File: config.mk
export PLATFORM = sky130hd
export DESIGN_NAME = stream_demux
export DESIGN_NICKNAME = d
export VERILOG_FILES = /design/src/rtl/stream_demux_pkg.sv /design/src/rtl/demux_fifo.sv /design/src/rtl/stream_demux.sv
export SDC_FILE = /design/constraint.sdc
export NUM_CORES = 1
export LEC_CHECK = 0
export BUFFER_PORTS_ARGS = -buffer_cell sky130_fd_sc_hd__buf_2
export CAP_MARGIN = 20
export CORE_ASPECT_RATIO = 0.8
export CORE_MARGIN = 4
export CORE_UTILIZATION = 51
export CTS_CLUSTER_DIAMETER = 100
export DETAILED_ROUTE_END_ITERATION = 7
export PLACE_DENSITY_LB_ADDON = 0.25
export REMOVE_ABC_BUFFERS = 1
export SETUP_SLACK_MARGIN = 0.1
export SYNTH_ARGS = -nofsm -noshare
export SYNTH_HDL_FRONTEND = slang
export SYNTH_SLANG_ARGS = --single-unit
File: constraint.sdc
create_clock -name clk_i -period 3 [get_ports clk_i]
set_input_delay 0.3 -clock clk_i [delete_from_list [all_inputs] [get_ports clk_i]]
set_output_delay 0.3 -clock clk_i [all_outputs]
set_load 0.02 [all_outputs]
File: src/rtl/stream_demux_pkg.sv
// rtl/stream_demux_pkg.sv - shared types and constants for the stream demultiplexer
package stream_demux_pkg;

    localparam int CNT_W       = 16;
    localparam int BEAT_DATA_W = 16;

    typedef enum logic [1:0] {
        IDLE = 2'd0,
        FWD  = 2'd1,
        DROP = 2'd2
    } state_e;

    typedef struct packed {
        logic [BEAT_DATA_W-1:0] data;
        logic                   last;
    } beat_t;

endpackage

File: src/rtl/demux_fifo.sv
// rtl/demux_fifo.sv - per-output synchronous FIFO with held head value when empty
module demux_fifo #(
    parameter int DEPTH = 2,
    parameter int WIDTH = 17
) (
    input  logic             clk_i,
    input  logic             rst_i,
    input  logic             push_i,
    input  logic             pop_i,
    input  logic [WIDTH-1:0] wdata_i,
    output logic [WIDTH-1:0] rdata_o,
    output logic             full_o,
    output logic             empty_o
);

    localparam int PTR_W = $clog2(DEPTH);
    localparam int OCC_W = $clog2(DEPTH + 1);

    logic [WIDTH-1:0] mem_q [DEPTH];
    logic [PTR_W-1:0] wptr_q, wptr_d;
    logic [PTR_W-1:0] rptr_q, rptr_d;
    logic [OCC_W-1:0] occ_q, occ_d;
    logic [WIDTH-1:0] hold_q, hold_d;
    logic             do_push;
    logic             do_pop;

    // Pointers wrap at DEPTH so non-power-of-two depths work
    function automatic logic [PTR_W-1:0] ptr_inc(input logic [PTR_W-1:0] p);
        return (p == PTR_W'(DEPTH - 1)) ? '0 : p + 1'b1;
    endfunction

    // Flags, pointer/occupancy update, and head selection (last popped value shown while empty)
    always_comb begin
        full_o  = (occ_q == OCC_W'(DEPTH));
        empty_o = (occ_q == '0);
        do_push = push_i && !full_o;
        do_pop  = pop_i && !empty_o;
        wptr_d  = do_push ? ptr_inc(wptr_q) : wptr_q;
        rptr_d  = do_pop ? ptr_inc(rptr_q) : rptr_q;
        occ_d   = occ_q;
        if (do_push && !do_pop) begin
            occ_d = occ_q + 1'b1;
        end else if (do_pop && !do_push) begin
            occ_d = occ_q - 1'b1;
        end
        hold_d  = do_pop ? mem_q[rptr_q] : hold_q;
        rdata_o = empty_o ? hold_q : mem_q[rptr_q];
    end

    // Control state; reset flushes by clearing occupancy and pointers
    always_ff @(posedge clk_i) begin
        if (rst_i) begin
            wptr_q <= '0;
            rptr_q <= '0;
            occ_q  <= '0;
            hold_q <= '0;
        end else begin
            wptr_q <= wptr_d;
            rptr_q <= rptr_d;
            occ_q  <= occ_d;
            hold_q <= hold_d;
        end
    end

    // Storage needs no reset: entries are only visible once written
    always_ff @(posedge clk_i) begin
        if (do_push) begin
            mem_q[wptr_q] <= wdata_i;
        end
    end

endmodule

File: src/rtl/stream_demux.sv
// rtl/stream_demux.sv - packet-locked 1-to-NUM_OUT stream demux; STREAM_DEMUX_STATS_EN adds packet counters
module stream_demux
    import stream_demux_pkg::*;
#(
    parameter  int DATA_W  = 16,
    parameter  int NUM_OUT = 4,
    parameter  int DEPTH   = 2,
    localparam int SEL_W   = $clog2(NUM_OUT)
) (
    input  logic                      clk_i,
    input  logic                      rst_i,
    input  logic                      in_valid_i,
    output logic                      in_ready_o,
    input  logic [DATA_W-1:0]         in_data_i,
    input  logic                      in_last_i,
    input  logic [SEL_W-1:0]          sel_i,
    output logic [NUM_OUT-1:0]        out_valid_o,
    input  logic [NUM_OUT-1:0]        out_ready_i,
    output logic [NUM_OUT*DATA_W-1:0] out_data_o,
    output logic [NUM_OUT-1:0]        out_last_o,
    output logic                      err_o,
    input  logic                      err_clr_i,
    output logic [NUM_OUT*CNT_W-1:0]  pkt_cnt_o
);

    localparam int BEAT_W = DATA_W + 1;

    state_e             state_q, state_d;
    logic [SEL_W-1:0]   route_q, route_d;
    logic               err_q, err_d;
    logic [NUM_OUT-1:0] full_w;
    logic [NUM_OUT-1:0] empty_w;
    logic [NUM_OUT-1:0] push_w;
    logic [NUM_OUT-1:0] pop_w;
    logic [BEAT_W-1:0]  rdata_w [NUM_OUT];
    logic               sel_ok;
    logic               fwd_beat;
    logic               hs;
    logic [SEL_W-1:0]   target;
    logic               target_full;

    // Target selection, ready, and push steering
    always_comb begin
        sel_ok      = (int'(sel_i) < NUM_OUT);
        target      = (state_q == FWD) ? route_q : sel_i;
        target_full = 1'b0;
        for (int k = 0; k < NUM_OUT; k++) begin
            if (target == SEL_W'(k)) begin
                target_full = full_w[k];
            end
        end
        case (state_q)
            IDLE:    in_ready_o = sel_ok ? !target_full : 1'b1;
            FWD:     in_ready_o = !target_full;
            DROP:    in_ready_o = 1'b1;
            default: in_ready_o = 1'b0;
        endcase
        if (rst_i) begin
            in_ready_o = 1'b0;
        end
        hs       = in_valid_i && in_ready_o;
        fwd_beat = (state_q == FWD) || ((state_q == IDLE) && sel_ok);
        for (int k = 0; k < NUM_OUT; k++) begin
            push_w[k] = hs && fwd_beat && (target == SEL_W'(k));
        end
    end

    // Packet FSM: lock the route on the first beat, release on the last
    always_comb begin
        state_d = state_q;
        route_d = route_q;
        err_d   = err_q;
        if (hs) begin
            case (state_q)
                IDLE: begin
                    if (sel_ok) begin
                        if (!in_last_i) begin
                            route_d = sel_i;
                            state_d = FWD;
                        end
                    end else begin
                        err_d = 1'b1;
                        if (!in_last_i) begin
                            state_d = DROP;
                        end
                    end
                end
                FWD, DROP: begin
                    if (in_last_i) begin
                        state_d = IDLE;
                    end
                end
                default: state_d = IDLE;
            endcase
        end
        if (err_clr_i) begin
            err_d = 1'b0;
        end
    end

    // FSM and error flag registers
    always_ff @(posedge clk_i) begin
        if (rst_i) begin
            state_q <= IDLE;
            route_q <= '0;
            err_q   <= 1'b0;
        end else begin
            state_q <= state_d;
            route_q <= route_d;
            err_q   <= err_d;
        end
    end

    assign err_o = err_q;

    for (genvar k = 0; k < NUM_OUT; k++) begin : g_out
        demux_fifo #(
            .DEPTH (DEPTH),
            .WIDTH (BEAT_W)
        ) u_fifo (
            .clk_i   (clk_i),
            .rst_i   (rst_i),
            .push_i  (push_w[k]),
            .pop_i   (pop_w[k]),
            .wdata_i ({in_data_i, in_last_i}),
            .rdata_o (rdata_w[k]),
            .full_o  (full_w[k]),
            .empty_o (empty_w[k])
        );

        assign out_valid_o[k]                  = !empty_w[k];
        assign pop_w[k]                        = !empty_w[k] && out_ready_i[k];
        assign out_data_o[k*DATA_W +: DATA_W]  = rdata_w[k][BEAT_W-1:1];
        assign out_last_o[k]                   = rdata_w[k][0];

`ifdef STREAM_DEMUX_STATS_EN
        logic [CNT_W-1:0] cnt_q, cnt_d;

        // Count packets leaving this output, saturating at all-ones
        always_comb begin
            cnt_d = cnt_q;
            if (pop_w[k] && rdata_w[k][0] && (cnt_q != '1)) begin
                cnt_d = cnt_q + 1'b1;
            end
        end

        // Counter register
        always_ff @(posedge clk_i) begin
            if (rst_i) begin
                cnt_q <= '0;
            end else begin
                cnt_q <= cnt_d;
            end
        end

        assign pkt_cnt_o[k*CNT_W +: CNT_W] = cnt_q;
`else
        assign pkt_cnt_o[k*CNT_W +: CNT_W] = '0;
`endif
    end

endmodule

==> metrics.txt, run 1 <==
first-pass GRT wire length=29,600 um; Max-slew headroom=28.0%; number of synthesized register bits=227; CTS hold repair buffers=0; power per cell area=1090 mW/mm2; area of the core region=0.0182 mm2; number of instances resized during post-cts repair=0; timing-limited maximum frequency=397 MHz; number of buffers created by CTS=22; Leakage Power=3.90 nW; fraction of layout instances using a drive strength above 1=18.2%; area occupied by registers=0.00591 mm2; Root Buffer Master=sky130_fd_sc_hd__clkbuf_16; worst hold path class=in2reg; family of cells with the greatest summed delay on the critical path=flip-flops; final routed wire length divided by cell count=16.7 um; Post-CTS Repair Setup Buffers=0; final instance area=0.0106 mm2; leading cell types in the layout, fill and taps excluded=157 x sky130_fd_sc_hd__nor2_1, 136 x sky130_fd_sc_hd__edfxtp_1, 98 x sky130_fd_sc_hd__buf_2; overall die height=130 um; biggest area contributors in the synthesized netlist=sky130_fd_sc_hd__edfxtp_1 43%, sky130_fd_sc_hd__dfxtp_1 19%, sky130_fd_sc_hd__mux2i_1 7.4%, sky130_fd_sc_hd__nor2_1 6.2%, sky130_fd_sc_hd__buf_4 5.4%; Cells after Synth=790; Hold Fails Final Rpt=0; Initial Util=52.2%; Synth top area share=43.0%; H-Tree Level Count=1; routed via count=5,800; setup tns final=0 ps; DRC Markers=0; endpoint of the worst register-to-register path=g_out[0].u_fifo.mem_q[1][13]; number of violations of the max-capacitance limit=0; largest fanout on the critical path=14; count of fill cells added during filler insertion=1,509; maximum clock skew at final layout=6.05 ps; final std cells w/o fill=1,148; total area of multi-input combinational cells=0.00302 mm2; all-layer global routing usage=18.0%; register area share after synthesis=62.1%; syn_area_per_cell=12.0 um2; Cell variety after synth=39; cell total after placement=1,108; die footprint=0.0209 mm2; area of the mapped netlist=0.00951 mm2; worst-case clock buffer depth=3; Detailed Route Iter0 Violations=359; instance area at placement=0.00990 mm2; # rows=44; ordered cell list for the critical path=buf_4 > mux2i_1 > a21oi_1 > buf_2; final-report setup violation count=0; post-route clock period utilization=83.9%; r2r worst-path depth=4; Power, Total=11.6 mW; number of cells on the worst hold path=3; number of antenna violations at the first check in global routing=0; Die Width=161 um; post-route worst hold slack=137 ps; number of global-route vias before repair=5,345; largest net degree at the start of global routing=93; total number of yosys warnings=0; unrepaired setup endpoints after global routing=no; aggregate global routing overflow=0; nets@finish=910; most common cell after layout, fill and taps aside=sky130_fd_sc_hd__nor2_1; number of placed I/O pins=165; beginning of the worst hold path=sel_i[1]; detailed-router iteration count before antenna repair=7; Worst Setup End Kind=output pin; worst endpoint data arrival time=2220 ps; detailed placement HPWL=12,000 um; type of the worst setup path=reg2out; Final Max Tran Viols=0; routability congestion estimate=0.779; Routed WL=19,200 um; I/O Buffers=98; via density per instance=5.05; Clock Pin Slew Worst Setup and Hold Paths=60 ps; nature of the critical path startpoint=flip-flop; peak supply drop=0.000595 V; slew at the pin closest to its max-slew limit=1080 ps; setup slack, reg-to-reg=670 ps; Worst Path Required=2700 ps; area overhead of the layout relative to synthesis=11.9%; cell type contributing the most total cell area after synthesis=sky130_fd_sc_hd__edfxtp_1; slowest cell on the critical path=sky130_fd_sc_hd__dfxtp_1; time the worst path needs with I/O delays and setup=2520 ps; count of buffering cells on the critical path with inverters included=2; startpoint of the most critical register-to-register path=state_q[0]; outcome=completed; clock sink count=227; post-detailed-route count of antenna-violating nets=0; clock tree from TritonCTS=built; Antenna diodes=0; CP max stage delay=840 ps; Clk Latency, worst-skew pair=500 ps; end point of the most critical hold path=route_q[1]
## worst reg2reg max path, stage by stage, from the launching register on
cell and delay, ps:
sky130_fd_sc_hd__dfxtp_1 510, sky130_fd_sc_hd__nand3b_1 190, sky130_fd_sc_hd__a21boi_2 160, sky130_fd_sc_hd__nor4_4 360
sky130_fd_sc_hd__and2_1 730
## synth_stat cells (all sizes together)
master   count
nor2       157
edfxtp     136
buf         95
dfxtp       91
a21oi       73
mux2i       70
a211oi      68
clkbuf      22
and2        10
xnor2        8
xor2         8
nor2b        7
o21ai        7
ha           4
inv          4
nor4         4
or2          4
or3          4
nor3         3
nor3b        3
and3b        2
nand3        2
a2111oi      1
a21boi       1
conb         1
nand2b       1
nand3b       1
nand4        1
o31ai        1
or4          1
## kinds of logic after synthesis
family	count (synthesis)	synth area share, %
multiplexers	70	7.37
AO/OA/AOI/OAI	151	9.95
adder cells (fa/ha/maj)	4	0.527
other	1	0.0395
buffers and inverters	121	8.70
flip-flops	227	62.1
XOR/XNOR	16	1.47
AND/OR/NAND/NOR	200	9.81
## metal layers
layer	wire (um)	track usage (%)	vias up
li1	-	-	2869
met5	0	0	-
met4	465	5.01	0
met2	8790	29.0	160
met3	948	3.16	37
met1	8990	25.7	2734
## through the flow
| step | utilization (%) | setup WS [ps] |
|---|---|---|
| 3_3_place_gp | 54.3 | 596 |
| 6_report | 58.3 | 482 |
| 3_5_place_dp | 54.3 | 582 |
| 5_1_grt | 58.3 | 363 |
| 2_1_floorplan | - | 63.6 |
| 4_1_cts | 58.3 | 433 |
## power breakdown
group,switching [mW],internal [mW]
combinational,3.20,1.62
clock,1.11,1.68
sequential,0.282,3.73
total,4.60,7.04
## layout make-up
class	count	share of cell area (%)
tap	253	2.98
clock inverter	11	1.20
timing repair buffer	118	6.02
clock buffer	29	5.72
sequential	227	55.5
inverter	4	0.141
multi-input combinational	506	28.4
## how the worst max path moves through the flow
stage | start | to | cells after the start
finish | flip-flop | out_data_o[54] | 4
global route | g_out[3].u_fifo.occ_q[0] | out_data_o[60] | 5
CTS | flip-flop | out_data_o[54] | 4
detailed placement | rst_i | g_out[0].u_fifo.mem_q[1][15] | 4
global placement | rst_i | g_out[0].u_fifo.mem_q[1][15] | 4
floorplan | g_out[0].u_fifo.occ_q[0] | g_out[0].u_fifo.occ_q[1] | 6
## sequential cells by signal (all words and copies together), names as in the netlist, named ones only
name and flops:
g_out.u_fifo.wptr_q 4, state_q 1, route_q 2, g_out.u_fifo.mem_q 136, g_out.u_fifo.rptr_q 4, g_out.u_fifo.hold_q 68
g_out.u_fifo.occ_q 8
Note: power is estimated with default switching activity, not from simulation.
==> run 2, diff against run 1 <==
==> constraint.sdc (replaced) <==
create_clock -name clk_i -period 2.31 [get_ports clk_i]
set_input_delay 0.231 -clock clk_i [delete_from_list [all_inputs] [get_ports clk_i]]
set_output_delay 0.231 -clock clk_i [all_outputs]
set_load 0.02 [all_outputs]
==> run 2 against run 1 <==
Register-to-register slack got worse by 420 ps. Sequential share of layout area fell by 0.60 points. Design area rose by 1.2%. Cell count rose by 0.78%. Die area did not move. Global-route usage fell by 0.27 points. Via count rose by 0.40%. Sequential cell count did not move. First-iteration DRC count rose by 21%. Combinational power rose by 32%. Critical path type unchanged.
==> metrics.txt, run 2 (synthesis results as in run 1) <==
worst endpoint data arrival time=1850 ps (-370 ps); overall die height=130 um (unchanged); Antenna diodes=0 (unchanged); post-detailed-route count of antenna-violating nets=0 (unchanged); I/O Buffers=98 (unchanged); number of buffers created by CTS=22 (unchanged); final routed wire length divided by cell count=16.5 um (-1.2%); time the worst path needs with I/O delays and setup=2080 ps; routability congestion estimate=0.753 (-3.4%); timing-limited maximum frequency=480 MHz; post-route worst hold slack=87.8 ps (-49.5 ps); type of the worst setup path=reg2out; first-pass GRT wire length=29,200 um (-1.3%); number of placed I/O pins=165 (unchanged); Final Max Tran Viols=0 (unchanged); Worst Setup End Kind=output pin; most common cell after layout, fill and taps aside=sky130_fd_sc_hd__nor2_1; Setup WS post-layout=225 ps (-257 ps); pre-CTS WS=114 ps (-468 ps); H-Tree Level Count=1 (unchanged); via density per instance=5.03 (-0.38%); nets@finish=920 (+1.1%); aggregate global routing overflow=0 (unchanged); register name with the most flops=g_out.u_fifo.mem_q; worst hold path class=in2reg; CTS hold repair buffers=0 (unchanged); clock sink count=227 (unchanged); slew at the pin closest to its max-slew limit=715 ps (-364 ps); leading cell types in the layout, fill and taps excluded=157 x sky130_fd_sc_hd__nor2_1, 136 x sky130_fd_sc_hd__edfxtp_1, 98 x sky130_fd_sc_hd__buf_2; largest fanout on the critical path=35 (+21); number of cells on the worst hold path=3 (unchanged); area overhead of the layout relative to synthesis=13.1%; detailed placement HPWL=12,200 um (+2.0%); largest net degree at the start of global routing=60 (-35%); Power, Total=15.0 mW (+29%); routed via count=5,823 (+0.40%); Clock Pin Slew Worst Setup and Hold Paths=60 ps (about the same); peak supply drop=0.000986 V (+66%); Detailed Route Iter0 Violations=434 (+21%); maximum clock skew at final layout=6.52 ps (+0.465 ps); Initial Util=52.2% (unchanged); fraction of layout instances using a drive strength above 1=19.4% (+1.1 points); Routed WL=19,100 um (-0.45%); max FFs per register=136 (unchanged); unrepaired setup endpoints after global routing=no; area of the core region=0.0182 mm2 (unchanged); outcome=completed; post-layout util=59.0% (+0.67 points); r2r worst-path depth=6 (+2); nature of the critical path startpoint=flip-flop; Root Buffer Master=sky130_fd_sc_hd__clkbuf_16; Hold Fails Final Rpt=0 (unchanged); detailed-router iteration count before antenna repair=5 (-2); number of antenna violations at the first check in global routing=0 (unchanged); Worst Path Required=2080 ps (-620 ps); clock tree from TritonCTS=built; power per cell area=1390 mW/mm2 (+27%); Leakage Power=3.94 nW (+1.1%); Clk Latency, worst-skew pair=490 ps (about the same); all-layer global routing usage=17.8% (-0.27 points); post-route clock period utilization=90.3%; # rows=44 (unchanged); worst-case clock buffer depth=3 (unchanged); Post-CTS Repair Setup Buffers=0 (unchanged); Die Width=161 um (unchanged); number of violations of the max-capacitance limit=0 (unchanged); die footprint=0.0209 mm2 (unchanged); final-report setup violation count=0 (unchanged); DRC Markers=0 (unchanged); Max-slew headroom=52.3% (+24 points); top flop regs=g_out.u_fifo.mem_q (136), g_out.u_fifo.hold_q (68), g_out.u_fifo.occ_q (8); number of global-route vias before repair=5,274 (-1.3%)
-- run 2: layout make-up --
class	instances	area, um2
clock buffer	26	587
clock inverter	13	109
inverter	4	15.0
fill	1506	7470
tap	253	317
sequential	227	5910
timing repair buffer	128	782
multi-input combinational	506	3040
-- run 2: where the power goes --
part | switching (mW) | leakage [nW] | internal [mW]
logic | 4.17 | 1.63 | 2.18
clock network | 1.45 | 0.338 | 2.03
registers | 0.327 | 1.97 | 4.85
-- run 2: through the flow --
stage | area, um2 | setup TNS [ps] | cells
floorplan | 8930 | -15010 | 737
global placement | 10000 | 0 | 1118
detailed placement | 10000 | 0 | 1118
CTS | 10700 | 0 | 1157
global route | 10800 | 0 | 1157
finish | 10800 | 0 | 1157
-- run 2: worst max-delay path, stage by stage, from the launching register on --
cell and delay, ps:
sky130_fd_sc_hd__dfxtp_1 410, sky130_fd_sc_hd__or2_1 150, sky130_fd_sc_hd__buf_4 320, sky130_fd_sc_hd__nor2_1 80, sky130_fd_sc_hd__a21oi_1 200, sky130_fd_sc_hd__buf_2 200
-- run 2: per-layer routing --
| metal | up-vias | part of all wire (%) | track usage, % | routed length, um |
|---|---|---|---|---|
| met3 | 20 | 4.9 | 2.90 | 946 |
| met1 | 2756 | 48 | 25.9 | 9130 |
| met2 | 163 | 46 | 28.4 | 8760 |
| li1 | 2884 | - | - | - |
| met4 | 0 | 1.5 | 4.05 | 281 |
| met5 | - | 0 | 0 | 0 |
-- run 2: worst paths after layout --
check | from | endpoint | slack (ps)
max reg2reg | state_q[0] | g_out[0].u_fifo.occ_q[1] | 250
min reg2reg | g_out[2].u_fifo.hold_q[6] | g_out[2].u_fifo.hold_q[6] | 500
max | g_out[0].u_fifo.occ_q[0] | out_data_o[13] | 230
min | sel_i[0] | route_q[0] | 90
-- run 2: what timing repair did --
item	4_1_cts	5_1_grt
gates resized for setup	3	5
setup endpoints to repair	8	8
cloned	0	0
==> run 3, diff against run 2 <==
--- a/config.mk
+++ b/config.mk
@@ -9,7 +9,7 @@
 export CAP_MARGIN = 20
 export CORE_ASPECT_RATIO = 0.8
 export CORE_MARGIN = 4
-export CORE_UTILIZATION = 51
+export CORE_UTILIZATION = 47
 export CTS_CLUSTER_DIAMETER = 100
 export DETAILED_ROUTE_END_ITERATION = 7
 export PLACE_DENSITY_LB_ADDON = 0.25
==> run 3 against run 2 <==
Register-to-register slack worse by 30 ps. Maximum frequency down 0.17%. First-iteration DRC count down 0.23%. Hold slack worse by 6.4 ps. Critical path type is now reg2reg. Highest routed layer unchanged.
==> metrics.txt, run 3 (synthesis results as in run 1) <==
max FFs per register=136 (unchanged); type of the worst setup path=reg2reg; post-detailed-route count of antenna-violating nets=0 (unchanged); area of the core region=0.0199 mm2 (+9.0%); CP max stage delay=420 ps (about the same); Routed WL=19,100 um (-0.21%); number of global-route vias before repair=5,227 (-0.89%); Max-slew headroom=57.6% (+5.3 points); register name with the most flops=g_out.u_fifo.mem_q; pre-CTS WS=119 ps (+5.05 ps); Leakage Power=3.94 nW (+0.12%); Setup WS post-layout=222 ps (-3.47 ps); timing-limited maximum frequency=479 MHz (-0.17%); detailed-router iteration count before antenna repair=5 (unchanged); peak supply drop=0.000850 V (-14%); routed via count=5,778 (-0.77%); Worst Path Required=2730 ps (+650 ps); family of cells with the greatest summed delay on the critical path=simple AND/OR/NAND/NOR gates; Root Buffer Master=sky130_fd_sc_hd__clkbuf_16; Antenna diodes=0 (unchanged); number of buffers created by CTS=22 (unchanged); power per cell area=1390 mW/mm2 (about the same); Clk Latency, worst-skew pair=490 ps (about the same); top flop regs=g_out.u_fifo.mem_q (136), g_out.u_fifo.hold_q (68), g_out.u_fifo.occ_q (8); ordered cell list for the critical path=nand3b_1 > a21boi_4 > buf_12 > nor4_4 > ha_1 > or3_1 > a21oi_1; overall die height=135 um (+3.9%); clock tree from TritonCTS=built; H-Tree Level Count=1 (unchanged); nature of the critical path startpoint=flip-flop; number of antenna violations at the first check in global routing=0 (unchanged); worst hold path class=in2reg; Die Width=167 um (+4.0%); largest net degree at the start of global routing=53 (-12%); slew at the pin closest to its max-slew limit=636 ps (-79.1 ps); Worst Setup End Kind=flip-flop; final instance area=0.0108 mm2 (+0.50%); via density per instance=4.96 (-1.5%); unrepaired setup endpoints after global routing=no; # rows=46 (+4.5%); final-report setup violation count=0 (unchanged); number of violations of the max-capacitance limit=0 (unchanged); maximum clock skew at final layout=5.52 ps (-0.997 ps); number of placed I/O pins=165 (unchanged); time the worst path needs with I/O delays and setup=2090 ps (+3.47 ps); Detailed Route Iter0 Violations=433 (-0.23%); count of buffering cells on the critical path with inverters included=1 (-1); largest fanout on the critical path=10 (-71%); aggregate global routing overflow=0 (unchanged); instance area at placement=0.0100 mm2 (about the same); leading cell types in the layout, fill and taps excluded=157 x sky130_fd_sc_hd__nor2_1, 136 x sky130_fd_sc_hd__edfxtp_1, 98 x sky130_fd_sc_hd__buf_2; I/O Buffers=98 (unchanged); worst endpoint data arrival time=2510 ps (+660 ps); die footprint=0.0226 mm2 (+8.0%); area overhead of the layout relative to synthesis=13.7%; Hold Fails Final Rpt=0 (unchanged); final routed wire length divided by cell count=16.4 um (-0.98%); Final Max Tran Viols=0 (unchanged); fraction of layout instances using a drive strength above 1=19.3% (-0.068 points); worst-case clock buffer depth=3 (unchanged); all-layer global routing usage=16.4% (-1.3 points); DRC Markers=0 (unchanged); clock sink count=227 (unchanged); slowest cell on the critical path=sky130_fd_sc_hd__dfxtp_2; most common cell after layout, fill and taps aside=sky130_fd_sc_hd__nor2_1; detailed placement HPWL=12,300 um (+0.51%); outcome=completed; first-pass GRT wire length=29,300 um (+0.47%); routability congestion estimate=0.775 (+2.9%); post-layout util=54.4% (-4.6 points); post-route clock period utilization=90.4% (+0.15 points); Initial Util=47.9% (-4.3 points); nets@finish=917 (-0.33%); Clock Pin Slew Worst Setup and Hold Paths=60 ps (about the same)
run 3: metal layers:
metal	global-route usage (%)	wire (um)
met5	0	0
met4	2.68	211
met3	3.00	1180
met1	24.3	9020
met2	26.1	8670
run 3: area by class of cell:
type,instances,area [um2]
clock inverter,12,141
tap,264,330
clock buffer,28,594
sequential,227,5910
fill,1691,9050
multi-input combinational,506,3030
timing repair buffer,125,788
inverter,4,15.0
run 3: worst paths after layout:
check / from / end / slack (ps) / depth (start not counted)
max: state_q[0] / g_out[0].u_fifo.occ_q[1] / 220 / 7
min: in_data_i[15] / g_out[3].u_fifo.mem_q[0][16] / 80 / 1
max reg2reg: state_q[0] / g_out[0].u_fifo.occ_q[1] / 220 / 7
min reg2reg: g_out[3].u_fifo.occ_q[1] / g_out[3].u_fifo.occ_q[1] / 490 / 2
run 3: worst reg2reg max path, delay by kind of cell (launching register included):
kind | cells | cell delay [ps]
compound gates | 2 | 220
fa+ha+maj | 1 | 320
buf+inv | 1 | 140
flops | 1 | 420
simple gates | 3 | 910
run 3: through the flow:
step | total power [mW] | setup TNS, ps | instances | hold slack (ps)
4_1_cts | 15.2 | 0 | 1165 | 71.4
3_5_place_dp | 11.6 | 0 | 1125 | 488
3_3_place_gp | 11.5 | 0 | 1125 | 478
6_report | 15.1 | 0 | 1166 | 81.4
5_1_grt | 16.1 | 0 | 1166 | 67.4
2_1_floorplan | 9.57 | -15010 | 737 | 300
run 3: power breakdown:
part / leakage, nW / switching, mW / total, mW / internal, mW
sequential: 1.97 / 0.289 / 5.14 / 4.85
combinational: 1.62 / 4.19 / 6.34 / 2.15
clock: 0.353 / 1.42 / 3.59 / 2.16
run 3: what timing repair did:
| action | in CTS | in global routing |
|---|---|---|
| setup endpoints to repair | 3 | 8 |
| setup buffers | 0 | 1 |
| pin swaps | 0 | 0 |
| hold buffers | 0 | 0 |
| hold endpoints to repair | 0 | 0 |
| gates resized for setup | 1 | 5 |
